[src/rtl/key_indicator_drive.sv]
// Per-channel indicator driver: a press lights an active-low indicator for ON_NUM
// cycles, then holds it dark for GAP_NUM cycles, with one press of lookahead.
module key_indicator_chan #(
  parameter int ON_NUM  = 240000,
  parameter int GAP_NUM = 120000,
  parameter int WIDTH   = 18
) (
  input  logic clk,
  input  logic rst,
  input  logic i_pulse,
  output logic o_ind_n,
  output logic o_busy,
  output logic o_drop
);
  localparam logic [1:0] S_IDLE = 2'd0;
  localparam logic [1:0] S_ON   = 2'd1;
  localparam logic [1:0] S_GAP  = 2'd2;

  localparam logic [WIDTH-1:0] ON_LAST  = WIDTH'(ON_NUM - 1);
  localparam logic [WIDTH-1:0] GAP_LAST = WIDTH'(GAP_NUM - 1);

  logic [1:0]       r_state, w_state_nx;
  logic [WIDTH-1:0] r_cnt, w_cnt_nx;
  logic             r_pend, w_pend_nx, w_drop_nx;
  logic             r_ind_n, r_busy, r_drop;

  always_comb begin
    w_state_nx = r_state;
    w_cnt_nx   = r_cnt;
    w_pend_nx  = r_pend;
    w_drop_nx  = 1'b0;
    case (r_state)
      S_IDLE: begin
        if (i_pulse) begin
          w_state_nx = S_ON;
          w_cnt_nx   = '0;
        end
      end
      S_ON: begin
        if (r_cnt == ON_LAST) begin
          w_state_nx = S_GAP;
          w_cnt_nx   = '0;
        end else begin
          w_cnt_nx = r_cnt + 1'b1;
        end
        if (i_pulse) begin
          if (r_pend) w_drop_nx = 1'b1;
          else        w_pend_nx = 1'b1;
        end
      end
      S_GAP: begin
        if (r_cnt == GAP_LAST) begin
          w_cnt_nx = '0;
          // Pending press starts the new on-time; a same-cycle press re-arms pending.
          if (r_pend || i_pulse) begin
            w_state_nx = S_ON;
            w_pend_nx  = r_pend & i_pulse;
          end else begin
            w_state_nx = S_IDLE;
          end
        end else begin
          w_cnt_nx = r_cnt + 1'b1;
          if (i_pulse) begin
            if (r_pend) w_drop_nx = 1'b1;
            else        w_pend_nx = 1'b1;
          end
        end
      end
      default: begin
        w_state_nx = S_IDLE;
        w_cnt_nx   = '0;
        w_pend_nx  = 1'b0;
      end
    endcase
  end

  always_ff @(posedge clk or posedge rst) begin
    if (rst) begin
      r_state <= S_IDLE;
      r_cnt   <= '0;
      r_pend  <= 1'b0;
      r_ind_n <= 1'b1;
      r_busy  <= 1'b0;
      r_drop  <= 1'b0;
    end else begin
      r_state <= w_state_nx;
      r_cnt   <= w_cnt_nx;
      r_pend  <= w_pend_nx;
      r_ind_n <= (w_state_nx != S_ON);
      r_busy  <= (w_state_nx != S_IDLE);
      r_drop  <= w_drop_nx;
    end
  end

  assign o_ind_n = r_ind_n;
  assign o_busy  = r_busy;
  assign o_drop  = r_drop;
endmodule

module key_indicator_drive #(
  parameter int N       = 1,
  parameter int ON_NUM  = 240000,
  parameter int GAP_NUM = 120000,
  parameter int WIDTH   = 18
) (
  input  logic         clk,
  input  logic         rst,
  input  logic [N-1:0] pulse_in,
  output logic [N-1:0] ind_n,
  output logic [N-1:0] busy,
  output logic [N-1:0] drop
);
  key_indicator_chan #(
    .ON_NUM (ON_NUM),
    .GAP_NUM(GAP_NUM),
    .WIDTH  (WIDTH)
  ) u_chan [N-1:0] (
    .clk    (clk),
    .rst    (rst),
    .i_pulse(pulse_in),
    .o_ind_n(ind_n),
    .o_busy (busy),
    .o_drop (drop)
  );
endmodule

[config.mk]
export PLATFORM = sky130hd
export DESIGN_NAME = key_indicator_drive
export DESIGN_NICKNAME = d
export VERILOG_FILES = /design/src/rtl/key_indicator_drive.sv
export SDC_FILE = /design/constraint.sdc
export NUM_CORES = 1
export LEC_CHECK = 0
export ABC_AREA = 1
export ABC_CLOCK_PERIOD_IN_PS = 1650
export BUFFER_PORTS_ARGS = -buffer_cell sky130_fd_sc_hd__buf_2
export CORE_UTILIZATION = 50
export DETAILED_ROUTE_END_ITERATION = 8
export GPL_TIMING_DRIVEN = 0
export PLACE_DENSITY_LB_ADDON = 0.12
export RECOVER_POWER = 25
export SLEW_MARGIN = 30
export SYNTH_ARGS = -nofsm -noshare
export SYNTH_HDL_FRONTEND = slang
export SYNTH_SLANG_ARGS = --single-unit
[constraint.sdc]
create_clock -name clk -period 1.65 [get_ports clk]
set_clock_uncertainty 0.1 [all_clocks]
set_input_delay 0.0825 -clock clk [delete_from_list [all_inputs] [get_ports clk]]
set_output_delay 0.0825 -clock clk [all_outputs]
set_load 0.005 [all_outputs]
Word-level counts from Yosys, hierarchy flattened
Cells that the tools add are included.

word-level totals
  memory bits (read-only) = 0
  output and inout bits = 3
  bits of input ports = 3
  memory bits (writable) = 0
  latch bits = 0
  flip-flop bits (word level) = 24
  memories kept = 0

operators by class
  reductions and logical operators = 4
  mux-type cells = 17
  add/subtract/negate cells = 1
  shift operators = 0
  multipliers = 0
  order comparisons = 0
  div/mod/pow operators = 0
  bitwise gates (word level) = 2
  equal/unequal tests = 7

operator list
  operator                                         count
  two-way mux 18 bit                               3
  one-hot mux 18 bit (3 select lines)              1
  adder 18 x 1 -> 18 bit, second input constant    1
  == test 18 x 17 -> 1 bit, second input constant  1
  == test 18 bit, second input constant            1
  two-way mux 1 bit                                7
  two-way mux 2 bit                                3
  one-hot mux 2 bit (3 select lines)               1
  != test 3 bit, second input constant             1
  one-hot mux 1 bit (3 select lines)               1
  == test 2 x 1 -> 1 bit, second input constant    1
  == test 2 bit, second input constant             1
  logical NOT 2 bit                                1
  != test 2 x 1 -> 1 bit, second input constant    1
  != test 2 bit, second input constant             1
  one-hot mux 1 bit (2 select lines)               1
  AND reduction 2 bit                              1
  nonzero test 2 bit                               1
  AND 1 bit                                        1
  logical OR 1 bit                                 1
  inverter 1 bit                                   1

Logic depth before layout (Yosys ltp)
Gate-level depths: netlist of run 1.

  depth in word-level cells = 5
  depth in mapped cells = 11
  depth with buffers taken out = 10

Worst setup path after synthesis of run 1
OpenSTA, ideal clock, no wires.

  path kind = register to register
  start = register u_chan[0].r_state[0]
  end = register u_chan[0].r_cnt[10]
  stages on the path, launching flop included = 11
  required time = 1.428 ns
  data arrival time = 1.454 ns
  period minus slack after synthesis = 1.676 ns
  path buffers = 1
  path slack = -0.026 ns
  cells stage by stage = dfrtp_1 > inv_1 > ha_1 > inv_1 > nor2_2 > inv_1 > nand2_1 > inv_1 > nand2_4 > buf_12 > o21ai_2

between the ends
  word-level cells in the longest chain between the ends = 2
  elaborated cells on any way between the ends = 5
  classes of those cells = eq/ne (3); mux (1); reduce/logical (1)

ends and longest elaborated chain
  element                                                                      RTL line  text
  from (decl)                                                                  22        logic [1:0] r_state, w_state_nx;
  from (signal assigned)                                                       86        r_state <= w_state_nx;
  == test 2 bit (tied with other cells)                                        32        case (r_state)
  one-hot mux 18 bit (3 select lines) / != test 2 bit (equally long branches)  --
  to (signal assigned)                                                         87        r_cnt <= w_cnt_nx;
  to (decl)                                                                    23        logic [WIDTH-1:0] r_cnt, w_cnt_nx;

Parallel ways exist; a longest one is shown, timed or not.
A chain may end at the register's enable or synchronous reset.

Final worst setup path of run 1
  start = register u_chan[0].r_cnt[0]
  end = register u_chan[0].r_cnt[5]

between the ends
  word-level cells in the longest chain between the ends = 3
  elaborated cells on any way between the ends = 6
  classes of those cells = add/sub (1); eq/ne (2); mux (3)

ends and longest elaborated chain
  element                                         RTL line
  adder 18 x 1 -> 18 bit (tied with other cells)  44, 62
  two-way mux 18 bit, on equally long branches    52, 40
  one-hot mux 18 bit (3 select lines) *           32

Mark *: on every way between the ends. The rest lies on a longest branch, timed or not.

==> results of run 1 <==
## worst paths after layout
kind                                       end  slack [ns]
min                         u_chan[0].r_cnt[1]        0.39
max in group asynchronous  u_chan[0].r_cnt[15]        0.44
min reg2reg                u_chan[0].r_cnt[14]        0.48
max                         u_chan[0].r_cnt[5]       -0.02
max reg2reg                 u_chan[0].r_cnt[5]       -0.02
min in group clk           u_chan[0].r_cnt[14]        0.48
## final cells by class
cell class | instances | share of cell area
Tap cell | 44 | 0.0270
Clock buffer | 4 | 0.0178
Multi-Input combinational cell | 179 | 0.505
Timing Repair Buffer | 21 | 0.0755
Sequential cell | 24 | 0.298
Inverter | 30 | 0.0552
Buffer | 5 | 0.0221
## per-layer routing
| metal | global-route usage | vias to the layer above | routed length, um |
|---|---|---|---|
| met4 | 0.0422 | 0 | 37 |
| met5 | 0 | - | 0 |
| met3 | 0.0384 | 4 | 135 |
| met1 | 0.341 | 692 | 1860 |
| li1 | - | 799 | - |
| met2 | 0.356 | 30 | 1710 |
## critical path, cell delays in order, from the launching register on
cell     delay (ns)
dfrtp_1        0.43
ha_4           0.17
nand3_4        0.12
nor2_4         0.17
nand3_2        0.10
nand2_2        0.12
nand2_4        0.09
nand2_4        0.08
buf_12         0.14
o21ai_2        0.05
## registers in the layout (all words and copies together) (netlist names)
name and cells:
u_chan.r_cnt 18, u_chan.o_drop 1, u_chan.o_busy 1, u_chan.o_ind_n 1, u_chan.r_state 2, u_chan.r_pend 1
## power groups by stage
stage | Clock [mW] | Sequential [mW] | Combinational [mW]
after floorplan | 0 | 0.730 | 0.511
after global placement | 0 | 0.734 | 0.657
after detailed placement | 0 | 0.736 | 0.661
after CTS | 0.334 | 0.711 | 0.782
after global routing | 0.354 | 0.719 | 0.933
final | 0.321 | 0.714 | 0.834
## what timing repair did
item                                    CTS  global route
hold buffers                              2             0
gates resized for setup                   7            20
setup buffers                             9             5
pin swaps                                 2             4
endpoints found under the setup margin   24            23
endpoints found under the hold margin    24             0
## through the flow
stage / hold slack (ns) / setup TNS (ns)
CTS: 0.414 / -0.150
detailed placement: 0.232 / -3.30
floorplan: -0.00362 / 0
finish: 0.389 / -0.159
global placement: 0.237 / -3.21
global route: 0.488 / -1.66
## kinds of logic after synthesis
family,share of synthesized area
DFF,0.351
xor gates and xnor gates,0.0561
buffers and inverters,0.0926
adders and majority gates,0.0364
AOI/OAI and AO/OA,0.0948
and+or+nand+nor,0.370
## cells in the final DEF (no fill, tap or decap), drive strengths merged
cell,n
ha,5
o21ai,15
o211ai,1
nor3,4
clkbuf,5
xor2,7
o22ai,1
nand3,18
a21oi,6
nor2,34
buf,23
nand3b,3
and3,1
dlygate4sd3,2
nand2,75
nand4,4
xnor2,4
dfstp,1
inv,30
dfrtp,23
a31oi,1
==> results.sh, run 1 <==
export IMPL_fin_ws_ns=-0.0228
export IMPL_yosys_warnings=0
export IMPL_power_leakage_nw=0.926
export IMPL_start_kind="register"
export IMPL_worstPathArrival_ns=1.79
export IMPL_synthCells=239
export IMPL_drc=0
export IMPL_wl_per_cell_um=12.2
export IMPL_netSwitchingPower_mw=0.720
export IMPL_power_density_nw_per_um2=916
export IMPL_crit_start="u_chan[0].r_cnt[0]"
export IMPL_cp_max_fo=10
export IMPL_ant_nets=0
export IMPL_synthTopCellsByArea="dfrtp_1, nand2_1, inv_1"
export IMPL_multiInputGateArea_um2=1030
export IMPL_dieWidth_um=60.6
export IMPL_final_setup_viol_count=11
export IMPL_drt_initial_drc_count=102
export IMPL_grt_pass1_vias=1386
export IMPL_regArea_um2=607
export IMPL_syn_num_nets=247
export IMPL_synth_top_area_cell="dfrtp_1"
export IMPL_worst_pin_slew_ns=0.917
export IMPL_dr_total_vias=1525
export IMPL_yosys_top_cells_count="nand2_1, inv_1, nor2_1"
export IMPL_ios=6
export IMPL_wirelength_um=3740
export IMPL_pre_cts_ws_ns=-0.230
export IMPL_grt_overflow=0
export IMPL_synth_seq_area_share=0.351
export IMPL_row_count=20
export IMPL_worstSetupEndpointType="register"
export IMPL_cts_sinks=24
export IMPL_r2r_start="u_chan[0].r_cnt[0]"
export IMPL_grt_pass1_wl_um=6180
export IMPL_grt_use_total=0.229
export IMPL_intPower_mw=1.15
export IMPL_period_share=1.01
export IMPL_post_route_util=0.647
export IMPL_clkPwrFrac=0.172
export IMPL_power_mw=1.87
export IMPL_die_h_um=60.6
export IMPL_fill_cells=300
export IMPL_status="complete, but fails checks"
export IMPL_hold_class="input port to async pin"
export IMPL_path_clk_slew_ns=0.14
export IMPL_slew_headroom=0.388
export IMPL_crit_required_ns=1.77
export IMPL_core_um2=3150
export IMPL_synth_most_common_cell="nand2_1"
export IMPL_clockBufferDepth=2
export IMPL_gp_congestion=0.931
export IMPL_power_frac_comb=0.446
export IMPL_vdd_ir_drop_max_mv=0.567
export IMPL_seqPwrFrac=0.382
export IMPL_die_area_um2=3670
export IMPL_clk_latency_ns=0.33
export IMPL_numPortBuffers=5
export IMPL_syn_cell_area_um2=1720
export IMPL_synth_edf_count=0
export IMPL_max_freq_mhz=598
export IMPL_min_period_ns=1.67
export IMPL_timing_max_cap_violations=0
export IMPL_ys_ff_latch=24
export IMPL_cts_inserted_buffers=3
export IMPL_synth_distinct_cells=31
export IMPL_layoutNonFillerInstCount=307
export IMPL_slew_violations=0
export IMPL_antenna_found_initial=0
export IMPL_nets=272
export IMPL_crit_type="register to register"
export IMPL_violations="negative setup slack"
export IMPL_cts_tree="yes"
export IMPL_cts_root_buf="clkbuf_4"
export IMPL_synth_ff_type="dfrtp_1"
export IMPL_swShare=0.385
export IMPL_diodes=0
export IMPL_grt_max_degree=25
export IMPL_hpwl_um=2650
export IMPL_fin_area_um2=2040
export IMPL_drive_above_1_share=0.270
export IMPL_vias_per_cell=4.97
export IMPL_cts_htree_levels=1
export IMPL_synth_top_area_share=0.335
export IMPL_rsz0062_at_grt="yes"
export IMPL_placed_area_um2=1800
export IMPL_finalHoldViolCount=0
export IMPL_reg2reg_depth=9
export IMPL_drtPass1Iterations=4
export IMPL_async_reset_ff_frac=1.00
export IMPL_placedCellCount=288
export IMPL_syn_to_final_growth_pct=18.8
export IMPL_start_util=0.544
export IMPL_avgSynthCellArea_um2=7.18
Note: power is estimated with default switching activity, not from simulation.
==> run 2, diff against run 1 <==
--- a/config.mk
+++ b/config.mk
@@ -6,13 +6,14 @@
 export NUM_CORES = 1
 export LEC_CHECK = 0
 export ABC_AREA = 1
-export ABC_CLOCK_PERIOD_IN_PS = 1650
+export ABC_CLOCK_PERIOD_IN_PS = 1900
 export BUFFER_PORTS_ARGS = -buffer_cell sky130_fd_sc_hd__buf_2
 export CORE_UTILIZATION = 50
 export DETAILED_ROUTE_END_ITERATION = 8
 export GPL_TIMING_DRIVEN = 0
 export PLACE_DENSITY_LB_ADDON = 0.12
 export RECOVER_POWER = 25
+export SETUP_SLACK_MARGIN = 0.2
 export SLEW_MARGIN = 30
 export SYNTH_ARGS = -nofsm -noshare
 export SYNTH_HDL_FRONTEND = slang
==> constraint.sdc (replaced) <==
create_clock -name clk -period 1.9 [get_ports clk]
set_clock_uncertainty 0.1 [all_clocks]
set_input_delay 0.095 -clock clk [delete_from_list [all_inputs] [get_ports clk]]
set_output_delay 0.095 -clock clk [all_outputs]
set_load 0.005 [all_outputs]
==> run 2 against run 1 <==
Compared with the run above: the run now ends clean; maximum frequency is 4.4% lower; core utilization is 0.28 points higher; sequential share of layout area is 0.31 points lower; count of clock-buffer cells in the layout stayed put; setup slack better by 0.17 ns; power is 9.8% lower; combinational power hardly changed; highest routed layer unchanged.
==> results.sh, run 2 (synthesized netlist as in run 1, its figures left out) <==
export IMPL_cts_htree_levels=1
export IMPL_power_frac_comb=0.494
export IMPL_max_freq_mhz=572
export IMPL_clockBufferDepth=2
export IMPL_cts_sinks=24
export IMPL_hold_slack_ns=0.401
export IMPL_fill_cells=284
export IMPL_seqPwrFrac=0.365
export IMPL_cp_max_fo=6
export IMPL_regArea_um2=603
export IMPL_core_um2=3150
export IMPL_vias_per_cell=5.01
export IMPL_path_cells="buf_6 -> ha_4 -> nand3_4 -> nor2_4 -> nand3_1 -> nand2_2 -> nand2_4 -> nand2_4 -> clkbuf_16 -> o21ai_2"
export IMPL_placed_area_um2=1800
export IMPL_post_route_util=0.650
export IMPL_antenna_found_initial=0
export IMPL_dr_total_vias=1564
export IMPL_largest_reg_flops=18
export IMPL_path_clk_slew_ns=0.13
export IMPL_power_leakage_nw=0.956
export IMPL_final_setup_viol_count=0
export IMPL_reg_top3="u_chan.r_cnt x18, u_chan.r_state x2"
export IMPL_largest_register="u_chan.r_cnt"
export IMPL_die_h_um=60.6
export IMPL_intPower_mw=1.04
export IMPL_dieWidth_um=60.6
export IMPL_drive_above_1_share=0.239
export IMPL_grt_max_degree=25
export IMPL_use_met1=0.342
export IMPL_final_cell_mix="nand2_1, inv_1, nor2_1"
export IMPL_vdd_ir_drop_max_mv=0.513
export IMPL_worstSetupEndpointType="register"
export IMPL_crit_slowest_cell="dfrtp_1"
export IMPL_cts_inserted_buffers=3
export IMPL_clkPwrFrac=0.141
export IMPL_slew_headroom=0.397
export IMPL_reg2reg_depth=10
export IMPL_finalSetupTns_ns=0
export IMPL_clk_latency_ns=0.31
export IMPL_cts_root_buf="clkbuf_4"
export IMPL_status="completed"
export IMPL_drt_initial_drc_count=94
export IMPL_cts_tree="yes"
export IMPL_drtPass1Iterations=4
export IMPL_finalHoldViolCount=0
export IMPL_row_count=20
export IMPL_grt_pass1_vias=1305
export IMPL_min_period_ns=1.75
export IMPL_period_share=0.921
export IMPL_diodes=0
export IMPL_numPortBuffers=5
export IMPL_slew_violations=0
export IMPL_crit_path_frequent_cell="nand2_4"
export IMPL_drc=0
export IMPL_worstPathArrival_ns=1.87
export IMPL_hold_class="input port to async pin"
export IMPL_ios=6
export IMPL_crit_type="register to register"
export IMPL_power_density_nw_per_um2=823
export IMPL_nets=277
export IMPL_hpwl_um=2650
export IMPL_crit_required_ns=2.02
export IMPL_power_mw=1.69
export IMPL_grt_met2_usage=0.325
export IMPL_gr_usage_met3=0.0192
export IMPL_grt_pass1_wl_um=5950
export IMPL_grt_use_total=0.219
export IMPL_timing_max_cap_violations=0
export IMPL_wl_per_cell_um=11.9
export IMPL_fin_area_um2=2050
export IMPL_syn_to_final_growth_pct=19.3
export IMPL_die_area_um2=3670
export IMPL_grt_overflow=0
export IMPL_swShare=0.381
export IMPL_netSwitchingPower_mw=0.642
export IMPL_start_kind="register"
export IMPL_start_util=0.544
export IMPL_multiInputGateArea_um2=1000
export IMPL_grt_busiest_layer="met1"
export IMPL_wirelength_um=3730
export IMPL_worst_pin_slew_ns=0.903
export IMPL_rsz0062_at_grt="yes"
export IMPL_gp_congestion=0.931
export IMPL_ant_nets=0
export IMPL_cpPeakStageDelay_ns=0.39
export IMPL_final_common_cell="nand2_1"
## run 2: routing by layer
metal / vias to the layer above / part of all wire
met3: 5 / 0.042
met1: 708 / 0.51
li1: 813 / -
met2: 38 / 0.44
met5: - / 0
met4: 0 / 0.0097
## run 2: worst max-delay path, delay by kind of cell (launching register included)
kind	cells	cell delay, ns
flip-flops	1	0.39
AO/OA/AOI/OAI	1	0.05
adder cells (fa/ha/maj)	1	0.14
buffers and inverters	2	0.27
AND/OR/NAND/NOR	6	0.70
## run 2: power by group through the flow
stage / combinational [mW] / clock, mW / sequential (mW)
floorplan: 0.439 / 0 / 0.634
global placement: 0.565 / 0 / 0.638
detailed placement: 0.566 / 0 / 0.639
CTS: 0.673 / 0.250 / 0.612
global route: 0.924 / 0.267 / 0.621
finish: 0.833 / 0.238 / 0.615
## run 2: worst paths after layout
check	startpoint	to	slack, ns
worst max-delay path	u_chan[0].r_cnt[0]	u_chan[0].r_cnt[3]	0.15
worst min-delay path	rst	u_chan[0].r_cnt[4]	0.40
worst max register to register	u_chan[0].r_cnt[0]	u_chan[0].r_cnt[3]	0.15
worst min register to register	u_chan[0].r_pend	u_chan[0].o_drop	0.48
max in group asynchronous	rst	u_chan[0].r_cnt[14]	0.69
min in group clk	u_chan[0].r_pend	u_chan[0].o_drop	0.48
## run 2: repair_timing
item,CTS,global route
gates cloned,0,1
hold endpoints to repair,24,0
setup endpoints to repair,23,20
resized for setup,7,8
pin swaps,2,1
hold buffers,2,0
buffers inserted,7,10
## run 2: per-stage QoR
| stage | setup slack (ns) | instances |
|---|---|---|
| floorplan | 0.224 | 239 |
| global placement | -0.0987 | 288 |
| detailed placement | -0.105 | 288 |
| CTS | 0.199 | 301 |
| global route | 0.0760 | 312 |
| finish | 0.150 | 312 |
## run 2: final cells by class
| class | count | share of cell area |
|---|---|---|
| buffer | 6 | 0.0232 |
| sequential | 24 | 0.294 |
| inverter | 30 | 0.0550 |
| tap | 44 | 0.0269 |
| timing repair buffer | 25 | 0.0984 |
| multi-input combinational | 179 | 0.489 |
| clock buffer | 4 | 0.0128 |
